File: config.mk
export PLATFORM = sky130hd
export DESIGN_NAME = fwd_engine_sequencer_flat
export DESIGN_NICKNAME = d
export VERILOG_FILES = /design/src/rtl/fwd_engine_sequencer_if.sv /design/src/rtl/fwd_engine_sequencer.sv /design/src/flat_wrapper.sv
export SDC_FILE = /design/constraint.sdc
export NUM_CORES = 1
export LEC_CHECK = 0
export CAP_MARGIN = 10
export CORE_ASPECT_RATIO = 1.75
export CORE_UTILIZATION = 46
export DETAILED_ROUTE_END_ITERATION = 10
export PLACE_DENSITY_LB_ADDON = 0.3
export SETUP_SLACK_MARGIN = 0.5
export SLEW_MARGIN = 10
export SYNTH_ARGS = -nofsm -noshare
export SYNTH_HDL_FRONTEND = slang
export SYNTH_SLANG_ARGS = --single-unit
File: constraint.sdc
create_clock -name clk -period 2.5 [get_ports clk]
set_input_delay 0.375 -clock clk [delete_from_list [all_inputs] [get_ports clk]]
set_output_delay 0.375 -clock clk [all_outputs]
set_load 0.03 [all_outputs]
File: src/rtl/fwd_engine_sequencer_if.sv
// Handshake and control bundle between the host/engine side and the
// FWD_ENGINE iteration sequencer.
interface fwd_engine_sequencer_if #(
  parameter int ADDR_WIDTH = 4,
  parameter int ITER_WIDTH = 5
);
  logic                  start;
  logic                  abort;
  logic                  err_ok;
  logic [ADDR_WIDTH-1:0] in_addr;
  logic                  layer_sel;
  logic                  acc_en;
  logic                  acc_clr;
  logic                  l1_capture;
  logic                  l2_capture;
  logic [ITER_WIDTH-1:0] iter_cnt;
  logic                  busy;
  logic                  done;
  logic                  converged;

  // Host/engine side: issues commands and reports the error flag.
  modport master (
    output start, abort, err_ok,
    input  in_addr, layer_sel, acc_en, acc_clr, l1_capture, l2_capture,
           iter_cnt, busy, done, converged
  );

  // Sequencer side.
  modport slave (
    input  start, abort, err_ok,
    output in_addr, layer_sel, acc_en, acc_clr, l1_capture, l2_capture,
           iter_cnt, busy, done, converged
  );
endinterface

File: src/rtl/fwd_engine_sequencer.sv
// Iteration controller for FWD_ENGINE: per iteration, an L1 MACC pass
// (feed + drain) followed by an L2 pass, then a convergence check.
// Outputs are registered from the current state, so every output appears
// one cycle after the state that produces it.
module fwd_engine_sequencer #(
  parameter int NUM_UNKNOWNS = 2,
  parameter int NUM_NONLIN   = 1,
  parameter int MACC_LATENCY = 4,
  parameter int MAX_ITER     = 16,
  parameter int ADDR_WIDTH   = 4,
  parameter int ITER_WIDTH   = 5
) (
  input logic                    clk,
  input logic                    rst,
  fwd_engine_sequencer_if.slave  bus
);

  localparam int L1_LEN = NUM_UNKNOWNS + 1;
  localparam int L2_LEN = NUM_UNKNOWNS + NUM_NONLIN + 1;
  localparam int LAT_W  = $clog2(MACC_LATENCY);
  localparam int CNT_W  = (ADDR_WIDTH > LAT_W) ? ADDR_WIDTH : LAT_W;

  localparam logic [CNT_W-1:0]      L1_LAST   = CNT_W'(L1_LEN - 1);
  localparam logic [CNT_W-1:0]      L2_LAST   = CNT_W'(L2_LEN - 1);
  localparam logic [CNT_W-1:0]      LAT_LAST  = CNT_W'(MACC_LATENCY - 1);
  localparam logic [ITER_WIDTH-1:0] ITER_LAST = ITER_WIDTH'(MAX_ITER - 1);

  typedef enum logic [2:0] {
    S_IDLE, S_L1_FEED, S_L1_DRAIN, S_L2_FEED, S_L2_DRAIN, S_CHECK, S_DONE
  } state_t;

  state_t                state_q, state_d;
  logic [CNT_W-1:0]      cnt_q, cnt_d;       // operand index in feed, cycle index in drain
  logic [ITER_WIDTH-1:0] iter_q, iter_d;
  logic                  conv_q, conv_d;

  logic abort_hit, run, in_feed, in_l2, drain_last;

  // Decode of the current state shared by next-state and output logic.
  assign abort_hit  = bus.abort && (state_q != S_IDLE);
  assign run        = (state_q != S_IDLE) && !bus.abort;
  assign in_feed    = (state_q == S_L1_FEED) || (state_q == S_L2_FEED);
  assign in_l2      = (state_q == S_L2_FEED) || (state_q == S_L2_DRAIN);
  assign drain_last = (cnt_q == LAT_LAST);

  // State and counter registers.
  // NOTE: sequential state uses non-blocking assignments so every register
  // samples the pre-edge values, independent of statement order.
  always_ff @(posedge clk or posedge rst) begin
    if (rst) begin
      state_q <= S_IDLE;
      cnt_q   <= '0;
      iter_q  <= '0;
      conv_q  <= 1'b0;
    end else begin
      state_q <= state_d;
      cnt_q   <= cnt_d;
      iter_q  <= iter_d;
      conv_q  <= conv_d;
    end
  end

  // Next-state logic; counters only advance below their terminal value.
  always_comb begin
    // NOTE: every signal gets a hold default first so no path infers a latch.
    state_d = state_q;
    cnt_d   = cnt_q;
    iter_d  = iter_q;
    conv_d  = conv_q;
    unique case (state_q)
      S_IDLE: begin
        if (bus.start) begin
          state_d = S_L1_FEED;
          cnt_d   = '0;
          iter_d  = '0;
          conv_d  = 1'b0;
        end
      end
      S_L1_FEED: begin
        if (cnt_q == L1_LAST) begin
          state_d = S_L1_DRAIN;
          cnt_d   = '0;
        end else begin
          cnt_d = cnt_q + CNT_W'(1);
        end
      end
      S_L1_DRAIN: begin
        if (drain_last) begin
          state_d = S_L2_FEED;
          cnt_d   = '0;
        end else begin
          cnt_d = cnt_q + CNT_W'(1);
        end
      end
      S_L2_FEED: begin
        if (cnt_q == L2_LAST) begin
          state_d = S_L2_DRAIN;
          cnt_d   = '0;
        end else begin
          cnt_d = cnt_q + CNT_W'(1);
        end
      end
      S_L2_DRAIN: begin
        if (drain_last) begin
          state_d = S_CHECK;
          cnt_d   = '0;
        end else begin
          cnt_d = cnt_q + CNT_W'(1);
        end
      end
      S_CHECK: begin
        if (bus.err_ok) begin
          state_d = S_DONE;
          conv_d  = 1'b1;
        end else if (iter_q == ITER_LAST) begin
          state_d = S_DONE;
          conv_d  = 1'b0;
        end else begin
          state_d = S_L1_FEED;
          iter_d  = iter_q + ITER_WIDTH'(1);
        end
      end
      S_DONE:  state_d = S_IDLE;
      default: state_d = S_IDLE;
    endcase
    // Abort overrides every transition, including the iteration increment.
    if (abort_hit) begin
      state_d = S_IDLE;
      cnt_d   = '0;
      iter_d  = iter_q;
      conv_d  = 1'b0;
    end
  end

  // Registered outputs; an abort blanks them on the very edge it is sampled.
  always_ff @(posedge clk or posedge rst) begin
    // NOTE: reset clears only control registers; this block holds no storage arrays.
    if (rst) begin
      bus.in_addr    <= '0;
      bus.layer_sel  <= 1'b0;
      bus.acc_en     <= 1'b0;
      bus.acc_clr    <= 1'b0;
      bus.l1_capture <= 1'b0;
      bus.l2_capture <= 1'b0;
      bus.iter_cnt   <= '0;
      bus.busy       <= 1'b0;
      bus.done       <= 1'b0;
      bus.converged  <= 1'b0;
    end else begin
      bus.in_addr    <= (run && in_feed) ? cnt_q[ADDR_WIDTH-1:0] : '0;
      bus.layer_sel  <= run && in_l2;
      bus.acc_en     <= run && in_feed;
      bus.acc_clr    <= run && in_feed && (cnt_q == '0);
      bus.l1_capture <= run && (state_q == S_L1_DRAIN) && drain_last;
      bus.l2_capture <= run && (state_q == S_L2_DRAIN) && drain_last;
      bus.iter_cnt   <= iter_q;
      bus.busy       <= run;
      bus.done       <= run && (state_q == S_DONE);
      bus.converged  <= conv_q && !abort_hit;
    end
  end

endmodule

File: src/flat_wrapper.sv
// flat-port wrapper written by rule: the top's interface ports become plain ports
module fwd_engine_sequencer_flat 
#(
  parameter int NUM_UNKNOWNS = 2,
  parameter int NUM_NONLIN   = 1,
  parameter int MACC_LATENCY = 4,
  parameter int MAX_ITER     = 16,
  parameter int ADDR_WIDTH   = 4,
  parameter int ITER_WIDTH   = 5
)
  (clk, rst, bus_start, bus_abort, bus_err_ok, bus_in_addr, bus_layer_sel, bus_acc_en, bus_acc_clr, bus_l1_capture, bus_l2_capture, bus_iter_cnt, bus_busy, bus_done, bus_converged);
  fwd_engine_sequencer_if #(.ADDR_WIDTH(ADDR_WIDTH), .ITER_WIDTH(ITER_WIDTH)) bus_i ();
  input logic clk;
  input logic rst;
  input wire logic [$bits(bus_i.start)-1:0] bus_start;
  input wire logic [$bits(bus_i.abort)-1:0] bus_abort;
  input wire logic [$bits(bus_i.err_ok)-1:0] bus_err_ok;
  output wire logic [$bits(bus_i.in_addr)-1:0] bus_in_addr;
  output wire logic [$bits(bus_i.layer_sel)-1:0] bus_layer_sel;
  output wire logic [$bits(bus_i.acc_en)-1:0] bus_acc_en;
  output wire logic [$bits(bus_i.acc_clr)-1:0] bus_acc_clr;
  output wire logic [$bits(bus_i.l1_capture)-1:0] bus_l1_capture;
  output wire logic [$bits(bus_i.l2_capture)-1:0] bus_l2_capture;
  output wire logic [$bits(bus_i.iter_cnt)-1:0] bus_iter_cnt;
  output wire logic [$bits(bus_i.busy)-1:0] bus_busy;
  output wire logic [$bits(bus_i.done)-1:0] bus_done;
  output wire logic [$bits(bus_i.converged)-1:0] bus_converged;
  assign bus_i.start = bus_start;
  assign bus_i.abort = bus_abort;
  assign bus_i.err_ok = bus_err_ok;
  assign bus_in_addr = bus_i.in_addr;
  assign bus_layer_sel = bus_i.layer_sel;
  assign bus_acc_en = bus_i.acc_en;
  assign bus_acc_clr = bus_i.acc_clr;
  assign bus_l1_capture = bus_i.l1_capture;
  assign bus_l2_capture = bus_i.l2_capture;
  assign bus_iter_cnt = bus_i.iter_cnt;
  assign bus_busy = bus_i.busy;
  assign bus_done = bus_i.done;
  assign bus_converged = bus_i.converged;
  fwd_engine_sequencer #(.NUM_UNKNOWNS(NUM_UNKNOWNS), .NUM_NONLIN(NUM_NONLIN), .MACC_LATENCY(MACC_LATENCY), .MAX_ITER(MAX_ITER), .ADDR_WIDTH(ADDR_WIDTH), .ITER_WIDTH(ITER_WIDTH)) u_core (.clk(clk), .rst(rst), .bus(bus_i));
endmodule
==> results.md, run 1 <==
* Reg2reg end: u_core.iter_q[1]
* Worst path required time at 2.71 ns
* Critical path data arrival time at approximately 2.2 ns
* Seq/Total Area, Yosys at 52.8%
* CTS tree: yes
* Final Hold Violating Endpoints at 0
* Die area at 3330 sq um
* Leakage power at approximately 0.80 nW
* DR WL/cell at ~16 microns
* Mapped Area at about 1400 sq um
* Critical Path End Type: flop
* Initial antenna violation count at 0
* Skew-Pair Late Insertion Delay at 0.29 ns
* Fmax at 492 MHz
* Most frequent cells in the layout: 29 x dfrtp_1, 21 x clkdlybuf4s50_1, 12 x nand2_1, 10 x nor2_1
* Non-Filler Instances at 191
* Die Span X at 44.0 microns
* Global route total overflow at 0
* Grt met3 use at 5.92%
* Sw Share at 36.7%
* Nets at 172
* Crit start category: flop
* Clock skew at between 0.004 and 0.005 ns
* Vias in the first global route at 1,079
* GRT Max-Usage Layer: met2
* Hold endpoint: u_core.bus.iter_cnt[4]
* Reg clk slew, reported paths at around 0.060 ns
* Hold-fix buffers, CTS at 0
* Initial core utilization at 48.5%
* Reg2reg path depth at 7
* Post-Syn Nets at between 100 and 150
* N_diodes at 0
* Largest net degree at the start of global routing at 31
* Vert. Die Dim at ~76 microns
* Number of I/O port buffers at 21
* Fin Setup TNS at 0 ns
* Slew @ Worst Pin at 0.623 ns
* Fillers at around 220
* Commonest non-fill, non-tap cell in the layout: dfrtp_1
* RSZ-0062 raised after global routing: true
* Period utilization at 81.2%
* Worst hold start: u_core.iter_q[4]
* P_sw at 0.642 mW
* Post-DP HPWL at 2110 microns
* GRT Total Usage at 21.1%
* VDD IR max at about 0.00048 V
* Gate Count Post-Synth at 132
* Tmin final at 2.03 ns
* Top Ports at 22
* Combinational cell fraction of total power at between 30% and 40%
* Synth cell types at 44
* CP Class: flop to flop
* Finished Cell Area at 1840 sq um
* Via count at 1,062
* Yosys warnings at 0
* Share of cells above drive strength 1 at between 15 and 20%
* Drt initial violations at 19
* WHS Path Cells at 0
* Status: finished, violations left
* Multi-input gate area at 647 sq um
* Total power at 1.75 mW
* Via/cell ratio at 5.56
* Routed wire length at 3090 microns
* First-pass iteration count of the detailed router at 9
* PwrDens at 952 nW/um^2
* Reg2Reg Setup Slack at roughly 0.47 ns
* Max H-tree Level at 2
* Std-Cell Rows at 26
* Hold Crit Class: flop to flop
* Number of synthesized register bits at 30
* Area Overhead vs Synth at 29.4%
* CTS Buf Count at 5
* CP Max Fanout at 3
* Placed Instances at 177
* Clock sink total at 30
* Max Slew Vio Count at 0
* Register share of total power at 38.8%
* Clk pwr share at 27.4%
* CTS max path bufs at 2
* Core Area at 2930 sq um
* Met2 Use GR at 37.1%
* Placer Congestion at between 0.8 and 0.9
* Synth Area per Inst at 10.8 sq um
* Reg2Reg Launch Point: u_core.iter_q[1]
* First-pass GRT wire length at 4910 microns
* Residual DRC count at 1
* Failing checks: design-rule violations
* P_int at about 1.1 mW
* Placed inst area at 1670 sq um
* Antenna viol nets, final at 0
* Max transition margin at slightly below 60%
* Hold slack at roughly 0.42 ns
* Setup violators final at 0
* Max Cap Violations at 0
* Grt met1 use at 21.5%
* Sequential Area at 752 sq um
* CTS root buffer: clkbuf_8
-- synth_stat cells --
master	n	share of area, %
o21bai_2	1	0.79
nand3b_1	1	0.53
mux2i_1	3	2.1
nand3_1	3	1.1
nand2b_1	3	1.3
a211o_1	1	0.62
a32o_1	1	0.70
nand2_2	1	0.44
or3b_4	1	0.79
clkbuf_1	2	0.53
ha_1	5	4.4
nor4_2	2	1.8
nor3_2	1	0.70
and3_1	2	0.88
a21boi_2	1	0.79
and2_1	3	1.3
o31ai_1	2	1.1
a2bb2oi_1	1	0.62
a22oi_1	1	0.53
a22o_1	1	0.62
dfrtp_1	30	53
a21oi_4	1	1.1
a211oi_1	1	0.53
nand2_1	12	3.2
nor4_1	1	0.44
or4_4	1	0.79
or2_2	1	0.44
nor2b_1	2	0.88
nor3b_1	1	0.53
o21a_1	1	0.53
o21ai_0	4	1.4
o21bai_1	2	1.1
xnor2_1	1	0.62
a41oi_1	1	0.62
nor2_1	10	2.6
a21oi_1	7	2.5
or3b_1	1	0.62
a31oi_1	1	0.44
mux2_4	1	1.1
buf_2	3	1.1
inv_1	6	1.6
a221o_1	1	0.70
nor3_1	6	2.1
buf_6	1	0.79
-- critical path, stage by stage (launching register included) --
cell     delay [ns]
dfrtp_1        0.38
ha_2           0.19
and3_4         0.19
ha_4           0.15
or4_4          0.49
a21oi_4        0.19
buf_6          0.14
mux2i_2        0.21
-- flip-flops by register name, indices dropped and copies added, names as in the netlist, 3 cells and up --
register             flops
u_core.bus.in_addr       4
u_core.bus.iter_cnt      5
u_core.cnt_q             4
u_core.iter_q            5
u_core.state_q           3
-- final cells by class --
class | instances | area share (%)
clock buffers | 5 | 3.74
repair buffers | 29 | 14.9
flip-flops and latches | 30 | 40.9
well taps | 28 | 1.90
clock inverters | 3 | 2.18
multi-input cells | 90 | 35.2
inverters | 6 | 1.22
-- worst max-delay path by stage --
stage | to | startpoint | depth (start not counted)
final | u_core.iter_q[1] | u_core.iter_q[1] | 7
after global routing | u_core.iter_q[1] | u_core.iter_q[1] | 7
after CTS | u_core.iter_q[4] | u_core.iter_q[0] | 6
after detailed placement | u_core.iter_q[4] | u_core.iter_q[0] | 6
after global placement | u_core.iter_q[4] | u_core.iter_q[0] | 6
after floorplan | u_core.iter_q[4] | u_core.iter_q[0] | 6
-- per-stage QoR --
| step | worst slack (ns) | utilization (%) |
|---|---|---|
| floorplan | 0.465 | - |
| global placement | 0.421 | 57.0 |
| detailed placement | 0.371 | 57.0 |
| CTS | 0.471 | 62.1 |
| global route | 0.396 | 62.8 |
| finish | 0.469 | 62.8 |
-- power by group through the flow --
stage / clock [mW] / sequential (mW) / combinational, mW
after floorplan: 0 / 0.668 / 0.435
after global placement: 0 / 0.685 / 0.537
after detailed placement: 0 / 0.690 / 0.554
after CTS: 0.489 / 0.675 / 0.584
after global routing: 0.509 / 0.692 / 0.650
final: 0.480 / 0.680 / 0.591
-- per-layer routing --
metal  vias up  share of wire [%]
li1        521                  -
met1       510                 38
met2        23                 55
met3         8                3.1
met4         0                3.2
met5         -                  0
-- kinds of logic (layout without fill, tap and decap cells) --
logic type | count (synthesis) | in the layout | synth area share (%)
AOI/OAI and AO/OA | 28 | 28 | 14.6
xor gates and xnor gates | 1 | 1 | 0.616
adders and majority gates | 5 | 5 | 4.40
buffers and inverters | 12 | 43 | 3.96
DFF | 30 | 30 | 52.8
muxes | 4 | 4 | 3.17
and+or+nand+nor | 52 | 52 | 20.4
-- what timing repair did --
item | 4_1_cts | 5_1_grt
setup buffers | 5 | 1
endpoints found under the setup margin | 3 | 4
pin swaps | 2 | 2
resized for setup | 1 | 3
hold endpoints to repair | 0 | 0
No activity file was read; power rests on OpenSTA's default activity.
==> run 2, diff against run 1 <==
clock period = 1.81 ns   (was 2.5 ns; I/O delays follow)
==> run 2 against run 1 <==
Effect of this change:
- the flow finishes with violations (negative setup slack)
- final area increased by 24%
- setup slack worse by 0.61 ns
- highest routed layer unchanged
- combinational power grew to 2.6 times the previous value
- critical endpoint is now u_core.iter_q[4]
- clock power increased by 77%
- die area did not move
- critical path depth shrank 1
- cell count is 15% higher
- largest cell class is now multi-input combinational cells
- fmax up 4.3%
- clock skew up 0.0023 ns
- global-route usage increased by 6.2 points
- clock-buffer cell count increased by 1
==> results.md, run 2 (synthesis results as in run 1) <==
* Status: finished, violations left
* Failing checks: negative setup slack
* Non-Filler Instances at 219 (+15%)
* First-pass GRT wire length at 6390 microns (+30%)
* First-pass iteration count of the detailed router at 6 (-3)
* Commonest non-fill, non-tap cell in the layout: dfrtp_1
* Share of cells above drive strength 1 at 43.5% (+24 points)
* Worst path required time at 1.99 ns (-0.72 ns)
* Critical Path End Type: flop
* Die Span X at 44.0 microns (unchanged)
* Multi-input gate area at 817 sq um (+26%)
* Nets at 200 (+16%)
* Via/cell ratio at 5.63 (+1.3%)
* Skew-Pair Late Insertion Delay at 0.29 ns (about the same)
* Placer Congestion at 0.882 (+6.4%)
* Vias in the first global route at 1,434 (+33%)
* CTS root buffer: clkbuf_8
* Hold-fix buffers, CTS at 0 (unchanged)
* Final Hold Violating Endpoints at 0 (unchanged)
* RSZ-0062 raised after global routing: true
* Leakage power at 1.07 nW (+33%)
* Setup violators final at 8 (+8)
* Final WS setup at -0.137 ns (-0.605 ns)
* Number of I/O port buffers at 21 (unchanged)
* Period utilization at 108% (+26 points)
* CTS Buf Count at 5 (unchanged)
* DR WL/cell at 17.9 microns (+11%)
* CP Class: flop to flop
* Total power at 3.22 mW (+84%)
* CTS tree: yes
* Largest regs: u_core.bus.iter_cnt (5), u_core.iter_q (5)
* Global route total overflow at 0 (unchanged)
* GRT Total Usage at 27.3% (+6.2 points)
* Tmin final at 1.95 ns (-0.0845 ns)
* PwrDens at 1410 nW/um^2 (+48%)
* Area Overhead vs Synth at 60.6%
* CP Max Fanout at 2 (-1)
* Top Ports at 22 (unchanged)
* Sequential Area at 753 sq um (+0.17%)
* Vert. Die Dim at 75.5 microns (unchanged)
* Largest net degree at the start of global routing at 31 (unchanged)
* Slew @ Worst Pin at 0.375 ns (-0.248 ns)
* Clock sink total at 30 (unchanged)
* Max transition margin at 75.0% (+17 points)
* Post-DP HPWL at 2420 microns (+15%)
* Routed wire length at 3930 microns (+27%)
* Via count at 1,234 (+16%)
* N_diodes at 0 (unchanged)
* Max H-tree Level at 2 (unchanged)
* Reg clk slew, reported paths at 0.07 ns (about the same)
* Fmax at 514 MHz (+4.3%)
* DP Worst Slack at -0.170 ns (-0.541 ns)
* Residual DRC count at 0 (-1)
* Critical path data arrival time at 2.13 ns (-0.11 ns)
* Fillers at 169 (-24%)
* Core Area at 2930 sq um (unchanged)
* Post-layout util at 77.9% (+15 points)
* Antenna viol nets, final at 0 (unchanged)
* Most frequent cells in the layout: 28 x dfrtp_1, 25 x buf_4, 11 x dlygate4sd2_1, 11 x buf_6, 10 x nand2_1
* Std-Cell Rows at 26 (unchanged)
* Clock skew at 0.00669 ns (+0.00232 ns)
* Max Slew Vio Count at 0 (unchanged)
* Crit start category: flop
* Hold Crit Class: input port to asynchronous set/reset pin
* Max Cap Violations at 0 (unchanged)
* Initial antenna violation count at 0 (unchanged)
* Placed Instances at 194 (+9.6%)
* Die area at 3330 sq um (unchanged)
* CTS max path bufs at 2 (unchanged)
* Initial core utilization at 48.5% (unchanged)
* VDD IR max at 0.00109 V (+130%)
* Drt initial violations at 29 (+10)
[run 2: cell types whose count changed in the layout (fill, tap and decap cells not counted), sizes merged, moves of 2 or more]
| cell | before | now |
|---|---|---|
| dlygate4sd2 | 0 | 11 |
| buf | 8 | 36 |
| clkinv | 2 | 0 |
| clkdlybuf4s50 | 21 | 4 |
| clkdlybuf4s15 | 0 | 6 |
[run 2: report_power, final]
part           leakage [nW]  internal (mW)  switching [mW]  total, mW
Clock                0.0714          0.587           0.262      0.849
Sequential            0.408          0.774          0.0699      0.844
Combinational         0.590          0.690           0.833       1.52
[run 2: repair_timing]
item | CTS | global route
setup endpoints to repair | 32 | 24
pin swaps | 17 | 16
resized for setup | 45 | 20
buffers inserted | 14 | 3
[run 2: worst max-delay path: stages (launching register included)]
cell and delay, ns:
dfrtp_1 0.39, ha_2 0.20, and3_4 0.18, ha_4 0.16
or4_4 0.44, a21oi_4 0.17, mux2_4 0.31
[run 2: worst paths after layout]
kind	slack (ns)	cells after the start	to	startpoint
worst max register to register	-0.14	6	u_core.iter_q[4]	u_core.iter_q[1]
min in group clk	0.42	0	u_core.bus.iter_cnt[4]	u_core.iter_q[4]
worst min register to register	0.42	0	u_core.bus.iter_cnt[4]	u_core.iter_q[4]
max in group asynchronous	1.16	3	u_core.state_q[2]	rst
worst min-delay path	0.35	3	u_core.bus.acc_clr	rst
worst max-delay path	-0.14	6	u_core.iter_q[4]	u_core.iter_q[1]
[run 2: layout make-up]
type	instances	share of cell area, %
multi-input cells	90	35.8
clock buffers	6	3.62
repair buffers	57	22.3
flip-flops and latches	30	33.0
inverters	6	1.15
clock inverters	2	2.63
well taps	28	1.54
[run 2: per-stage QoR]
step,setup TNS [ns],hold WS [ns],area (sq um)
4_1_cts,-0.517,0.366,2190
5_1_grt,-1.03,0.425,2280
3_3_place_gp,-0.340,0.401,1840
2_1_floorplan,-0.298,0.362,1490
3_5_place_dp,-0.648,0.404,1840
6_report,-0.453,0.345,2280
[run 2: metal layers]
| metal | vias up | GRT usage (%) | routed length, microns |
|---|---|---|---|
| li1 | 580 | - | - |
| met1 | 611 | 25.0 | 1360 |
| met2 | 33 | 49.8 | 2320 |
| met3 | 10 | 7.35 | 141 |
| met4 | 0 | 19.5 | 100 |
| met5 | - | 0 | 0 |
